### src/rtl/instr_fetch_pkg.sv
// instr_fetch_pkg: shared types and defaults for the instruction fetch stage.
//   state_t      FSM encoding (S_IDLE=0, S_REQ=1, S_VALID=2)
//   PC_W_DEF     default ROM address width
//   INSTR_W_DEF  default instruction width
//   pc_next()    increment-with-wrap helper for the program counter
package instr_fetch_pkg;

    localparam int PC_W_DEF    = 3;
    localparam int INSTR_W_DEF = 16;

    typedef enum logic [1:0] {
        S_IDLE  = 2'd0,
        S_REQ   = 2'd1,
        S_VALID = 2'd2
    } state_t;

    // Wraps naturally at 2**PC_W; the PC is at most 32 bits wide.
    function automatic logic [31:0] pc_next(input logic [31:0] pc, input int pc_w);
        logic [31:0] mask;
        mask    = (pc_w >= 32) ? 32'hFFFF_FFFF : ((32'd1 << pc_w) - 32'd1);
        pc_next = (pc + 32'd1) & mask;
    endfunction

endpackage

### src/rtl/instr_fetch_if.sv
// instr_fetch_if: ROM bus and decode handshake of the fetch stage.
//   rom_pc / rom_oeb / rom_instr   ROM address, active-low enable, data
//   ir_instr / ir_pc / ir_valid    captured word towards decode
//   ir_ready                       decode accepts the word
// Modports: master = fetch stage, slave = ROM + decode side.
interface instr_fetch_if #(
    parameter int PC_W    = 3,
    parameter int INSTR_W = 16
);
    logic [PC_W-1:0]    rom_pc;
    logic               rom_oeb;
    logic [INSTR_W-1:0] rom_instr;
    logic [INSTR_W-1:0] ir_instr;
    logic [PC_W-1:0]    ir_pc;
    logic               ir_valid;
    logic               ir_ready;

    modport master (
        output rom_pc, rom_oeb, ir_instr, ir_pc, ir_valid,
        input  rom_instr, ir_ready
    );

    modport slave (
        input  rom_pc, rom_oeb, ir_instr, ir_pc, ir_valid,
        output rom_instr, ir_ready
    );
endinterface

### src/rtl/instr_fetch_pc_reg.sv
// fetch_pc_reg: program counter register.
//   clk, rst          clock, synchronous active-high reset (loads RESET_PC)
//   redirect_valid    load redirect_pc
//   redirect_pc       new fetch address
//   inc               advance by one, wrapping at 2**PC_W
//   pc                current program counter
// Priority: rst > redirect > increment.
module fetch_pc_reg #(
    parameter int PC_W     = 3,
    parameter int RESET_PC = 0
) (
    input  logic            clk,
    input  logic            rst,
    input  logic            redirect_valid,
    input  logic [PC_W-1:0] redirect_pc,
    input  logic            inc,
    output logic [PC_W-1:0] pc
);
    always_ff @(posedge clk) begin
        if (rst)
            pc <= PC_W'(RESET_PC);
        else if (redirect_valid)
            pc <= redirect_pc;
        else if (inc)
            pc <= pc + PC_W'(1);
    end
endmodule

### src/rtl/instr_fetch.sv
// instr_fetch: instruction fetch stage in front of the instruction ROM.
//   clk, rst                      clock, synchronous active-high reset
//   en                            run enable; 0 stops issuing new fetches
//   redirect_valid, redirect_pc   branch/jump redirect (one-cycle pulse)
//   bus (instr_fetch_if.master)   ROM address/enable/data, IR valid/ready
//   fetch_count[15:0]             handshake counter, present only when
//                                 INSTR_FETCH_COUNT_EN is defined
// One read at a time: IDLE -> REQ (rom_oeb low for SETTLE_CYC cycles) ->
// VALID (word held until decode accepts) -> REQ or IDLE.
module instr_fetch
    import instr_fetch_pkg::*;
#(
    parameter int PC_W       = PC_W_DEF,
    parameter int INSTR_W    = INSTR_W_DEF,
    parameter int RESET_PC   = 0,
    parameter int SETTLE_CYC = 1
) (
    input  logic            clk,
    input  logic            rst,
    input  logic            en,
    input  logic            redirect_valid,
    input  logic [PC_W-1:0] redirect_pc,
    instr_fetch_if.master   bus
`ifdef INSTR_FETCH_COUNT_EN
    ,
    output logic [15:0]     fetch_count
`endif
);
    localparam int CNT_W = (SETTLE_CYC > 1) ? $clog2(SETTLE_CYC) : 1;

    state_t             state;
    logic [CNT_W-1:0]   settle_cnt;
    logic [PC_W-1:0]    pc;
    logic [PC_W-1:0]    rom_pc_q;
    logic               rom_oeb_q;
    logic [INSTR_W-1:0] ir_instr_q;
    logic [PC_W-1:0]    ir_pc_q;
    logic               ir_valid_q;
    logic               settle_done;
    logic               pc_inc;

    assign settle_done = (settle_cnt == CNT_W'(SETTLE_CYC - 1));
    assign pc_inc      = (state == S_REQ) && settle_done && !redirect_valid;

    fetch_pc_reg #(
        .PC_W     (PC_W),
        .RESET_PC (RESET_PC)
    ) u_pc (
        .clk            (clk),
        .rst            (rst),
        .redirect_valid (redirect_valid),
        .redirect_pc    (redirect_pc),
        .inc            (pc_inc),
        .pc             (pc)
    );

    always_ff @(posedge clk) begin
        if (rst) begin
            state      <= S_IDLE;
            settle_cnt <= '0;
            rom_pc_q   <= PC_W'(RESET_PC);
            rom_oeb_q  <= 1'b1;
            ir_instr_q <= '0;
            ir_pc_q    <= '0;
            ir_valid_q <= 1'b0;
        end else if (redirect_valid) begin
            // Abandon whatever is in flight or held; restart at the new PC.
            ir_valid_q <= 1'b0;
            settle_cnt <= '0;
            if (en) begin
                state     <= S_REQ;
                rom_oeb_q <= 1'b0;
                rom_pc_q  <= redirect_pc;
            end else begin
                state     <= S_IDLE;
                rom_oeb_q <= 1'b1;
            end
        end else begin
            case (state)
                S_IDLE: begin
                    if (en) begin
                        state      <= S_REQ;
                        rom_oeb_q  <= 1'b0;
                        rom_pc_q   <= pc;
                        settle_cnt <= '0;
                    end
                end
                S_REQ: begin
                    // en is ignored here: a started read always completes.
                    if (settle_done) begin
                        ir_instr_q <= bus.rom_instr;
                        ir_pc_q    <= pc;
                        ir_valid_q <= 1'b1;
                        rom_oeb_q  <= 1'b1;
                        state      <= S_VALID;
                    end else begin
                        settle_cnt <= settle_cnt + CNT_W'(1);
                    end
                end
                S_VALID: begin
                    if (bus.ir_ready) begin
                        ir_valid_q <= 1'b0;
                        settle_cnt <= '0;
                        if (en) begin
                            state     <= S_REQ;
                            rom_oeb_q <= 1'b0;
                            rom_pc_q  <= pc;
                        end else begin
                            state <= S_IDLE;
                        end
                    end
                end
                default: begin
                    state     <= S_IDLE;
                    rom_oeb_q <= 1'b1;
                end
            endcase
        end
    end

    assign bus.rom_pc   = rom_pc_q;
    assign bus.rom_oeb  = rom_oeb_q;
    assign bus.ir_instr = ir_instr_q;
    assign bus.ir_pc    = ir_pc_q;
    assign bus.ir_valid = ir_valid_q;

`ifdef INSTR_FETCH_COUNT_EN
    // A ready that collides with a redirect is not a handshake.
    always_ff @(posedge clk) begin
        if (rst)
            fetch_count <= '0;
        else if (ir_valid_q && bus.ir_ready && !redirect_valid)
            fetch_count <= fetch_count + 16'd1;
    end
`endif

endmodule

### src/flat_wrapper.sv
// flat-port wrapper written by rule: the top's interface ports become plain ports
module instr_fetch_flat import instr_fetch_pkg::*;
#(
    parameter int PC_W       = PC_W_DEF,
    parameter int INSTR_W    = INSTR_W_DEF,
    parameter int RESET_PC   = 0,
    parameter int SETTLE_CYC = 1
)
  (clk, rst, en, redirect_valid, redirect_pc, bus_rom_pc, bus_rom_oeb, bus_ir_instr, bus_ir_pc, bus_ir_valid, bus_rom_instr, bus_ir_ready);
  instr_fetch_if #(.PC_W(PC_W), .INSTR_W(INSTR_W)) bus_i ();
  input  logic clk;
  input  logic rst;
  input  logic en;
  input  logic redirect_valid;
  input  logic [PC_W-1:0] redirect_pc;
  output wire logic [$bits(bus_i.rom_pc)-1:0] bus_rom_pc;
  output wire logic [$bits(bus_i.rom_oeb)-1:0] bus_rom_oeb;
  output wire logic [$bits(bus_i.ir_instr)-1:0] bus_ir_instr;
  output wire logic [$bits(bus_i.ir_pc)-1:0] bus_ir_pc;
  output wire logic [$bits(bus_i.ir_valid)-1:0] bus_ir_valid;
  input wire logic [$bits(bus_i.rom_instr)-1:0] bus_rom_instr;
  input wire logic [$bits(bus_i.ir_ready)-1:0] bus_ir_ready;
  assign bus_rom_pc = bus_i.rom_pc;
  assign bus_rom_oeb = bus_i.rom_oeb;
  assign bus_ir_instr = bus_i.ir_instr;
  assign bus_ir_pc = bus_i.ir_pc;
  assign bus_ir_valid = bus_i.ir_valid;
  assign bus_i.rom_instr = bus_rom_instr;
  assign bus_i.ir_ready = bus_ir_ready;
  instr_fetch #(.PC_W(PC_W), .INSTR_W(INSTR_W), .RESET_PC(RESET_PC), .SETTLE_CYC(SETTLE_CYC)) u_core (.clk(clk), .rst(rst), .en(en), .redirect_valid(redirect_valid), .redirect_pc(redirect_pc), .bus(bus_i));
endmodule
### config.mk
export PLATFORM = sky130hd
export DESIGN_NAME = instr_fetch_flat
export DESIGN_NICKNAME = d
export VERILOG_FILES = /design/src/rtl/instr_fetch_pkg.sv /design/src/rtl/instr_fetch_if.sv /design/src/rtl/instr_fetch_pc_reg.sv /design/src/rtl/instr_fetch.sv /design/src/flat_wrapper.sv
export SDC_FILE = /design/constraint.sdc
export NUM_CORES = 1
export LEC_CHECK = 0
export ABC_CLOCK_PERIOD_IN_PS = 1870
export CAP_MARGIN = 30
export CORE_MARGIN = 3
export CORE_UTILIZATION = 43
export DETAILED_ROUTE_END_ITERATION = 7
export PLACE_DENSITY = 0.74
export SYNTH_ARGS = -nofsm -noshare
export SYNTH_HDL_FRONTEND = slang
export SYNTH_HIERARCHICAL = 1
export SYNTH_SLANG_ARGS = --single-unit
### constraint.sdc
create_clock -name clk -period 1.87 [get_ports clk]
set_input_delay 0.2805 -clock clk [delete_from_list [all_inputs] [get_ports clk]]
set_output_delay 0.2805 -clock clk [all_outputs]
set_load 0.02 [all_outputs]
==> reports/qor.yml <==
cts.repair.resized: 0
p_comb_share_pct: 18.9
io_pins: 48
p_sw_uw: 356
worstPathCellList: "clkdlybuf4s50_1"
place.gp.congestion: 0.782
rsz0062_at_grt: "no"
timing.final.ws_setup_ns: 0.264
fill_cells: 253
cts_buffer_depth: 2
worst-path-buf-inv: 1
cts_setup_buffers: 0
post_synth_num_cell_types: 31
max_cap_viol_count: 0
hp-class: "reg -> reg"
wl_per_cell_um: 14.2
via_count: 1184
clk_pin_slew_ns: 0.09
core_area_um2: 2830
max_stage_delay_ns: 0.63
clkPwrFrac_pct: 28.8
grtUsageTotal_pct: 18.9
tritoncts: "done"
synth_area_leaders: "dfxtp_1, a21oi_2, nand2_2"
drtIter0Drc: 42
gr-usage-met1_pct: 21.4
drive_above_1_share_pct: 28.7
die_area_um2: 3730
synth_edf_count: 0
synthArstFlopShare_pct: 0
synthesis.area_um2: 1310
avgSynthCellArea_um2: 9.19
hpwl_um: 2320
start_util_pct: 46.1
cellLeakagePower_nw: 0.663
cts_buffers: 5
seq_power_share_pct: 52.3
clkLatencyLatePin_ns: 0.33
cts_root_buf: "clkbuf_4"
syn-num-nets: 167
critPathMaxFanout: 3
finalHoldViolations: 0
htree_levels: 2
antenna_left: 0
end_kind: "output port"
max_freq_ghz: 0.623
period_minus_slack_ns: 1.61
grt_max_degree: 21
final_nets: 219
grt-busiest-layer: "met2"
arrival_ns: 1.33
vias_per_cell: 5.24
syn_inst: 142
switching_share_pct: 28.1
tightest_slew_ns: 0.516
synth_common_cells: "dfxtp_1, nand2_1, a21oi_2, nand2_2, clkbuf_1"
required_ns: 1.59
yosysMostFrequentCell: "dfxtp_1"
status: "finished, final reports clean"
grt_pass1_vias: 1154
die_width_um: 61.1
numPortBuffers: 47
antennaDiodeCount: 0
yosysTopAreaCell: "dfxtp_1"
skew_ns: 0.00618
critPathLaunchType: "flop"
grt_use_met2_pct: 32.0
grt_use_met3_pct: 5.24
crit_family: "buffers and inverters"
cts_sinks: 29
setup_viol: 0
path_class: "reg -> out"
fin_setup_tns_ns: 0
firstDrtPassIters: 4
post-route-period-util_pct: 85.9
area_growth_syn_to_layout_pct: 43.3
drc: 0
antenna_found_initial: 0
wl_um: 3200
synth-seq-area-share_pct: 44.5
ir_drop_mv: 0.492
num_rows: 19
internal-power_uw: 912
cts-hold-fix-buffers: 0
ys_ff_latch: 29
overflow: 0
pre_cts_slack_ns: 0.117
fp.dieH_um: 61.1
synthFlopType: "dfxtp_1"
yosysTopAreaCellShare_pct: 44.5
power_density_nw_per_um2: 678
drv_slew: 0
crit_slowest_cell: "clkdlybuf4s50_1"
ys_warn_count: 6
max_slew_margin_pct: 65.5
grt_first_pass_wirelength_um: 5100
[path summary, 6_finish.rpt]
path,from,slack [ns],cells after the start,to
worst max-delay path,u_core/bus.rom_pc[1],0.26,1,bus_rom_pc[1]
worst min-delay path,u_core/bus.ir_instr[0],0.47,2,u_core/bus.ir_instr[0]
worst max register to register,u_core/state[1],0.45,5,u_core/bus.ir_instr[12]
worst min register to register,u_core/bus.ir_instr[0],0.47,2,u_core/bus.ir_instr[0]
[cell families (layout without fill, tap and decap cells)]
| family | after synthesis | in the layout | share of synthesized area, % |
|---|---|---|---|
| and+or+nand+nor | 63 | 63 | 26.1 |
| AOI/OAI and AO/OA | 33 | 33 | 21.7 |
| DFF | 29 | 29 | 44.5 |
| buffers and inverters | 14 | 67 | 5.37 |
| adders and majority gates | 1 | 1 | 0.959 |
| xor gates and xnor gates | 1 | 1 | 0.671 |
| muxes | 1 | 1 | 0.767 |
[cell type report]
class / instances / area (µm²) / area share [%]
well taps: 31 / 38.8 / 2.07
multi-input cells: 99 / 654 / 35.0
inverters: 4 / 15.0 / 0.803
clock inverters: 2 / 10.0 / 0.535
flip-flops and latches: 29 / 581 / 31.0
repair buffers: 55 / 531 / 28.4
clock buffers: 6 / 41.3 / 2.21
[per-stage QoR]
| step | utilization, % | power, mW | cell area [µm²] | hold slack, ns | std cells |
|---|---|---|---|---|---|
| 2_1_floorplan | - | 0.795 | 1310 | 0.353 | 142 |
| 3_3_place_gp | 64.3 | 0.911 | 1820 | 0.455 | 218 |
| 3_5_place_dp | 64.3 | 0.917 | 1820 | 0.459 | 218 |
| 4_1_cts | 66.1 | 1.28 | 1870 | 0.476 | 226 |
| 5_1_grt | 66.1 | 1.33 | 1870 | 0.480 | 226 |
| 6_report | 66.1 | 1.27 | 1870 | 0.475 | 226 |
[flip-flops by register name, summed over array words and instances, names as in the netlist]
register and count:
u_core/bus.ir_valid 1, u_core/bus.ir_pc 3, u_core/u_pc/pc 3, u_core/bus.rom_pc 3
u_core/bus.rom_oeb 1, u_core/bus.ir_instr 16, u_core/state 2
[layout by cell type (no fill, tap or decap), types with 2 or more instances in the layout]
cell type / n
clkinv_2: 2
a211oi_1: 3
a21oi_2: 19
nand2b_1: 3
nor3_1: 4
nor4_1: 3
o221ai_1: 3
clkbuf_4: 5
nor2b_1: 4
nand2_1: 21
nand2_2: 19
dfxtp_1: 29
clkdlybuf4s50_1: 47
nor2_1: 4
o21a_1: 3
inv_1: 3
buf_4: 8
[power groups by stage]
stage | clock, mW | combinational (mW) | sequential [mW]
global placement | 0 | 0.235 | 0.676
detailed placement | 0 | 0.240 | 0.677
CTS | 0.372 | 0.242 | 0.663
global route | 0.404 | 0.259 | 0.667
finish | 0.365 | 0.240 | 0.663
floorplan | 0 | 0.0969 | 0.699
[metal layers]
metal / share of wire [%] / vias up
met4: 1.7 / 0
met1: 44 / 553
li1: - / 589
met3: 5.3 / 7
met5: 0 / -
met2: 49 / 35
Power figures use the tool's default switching activity.
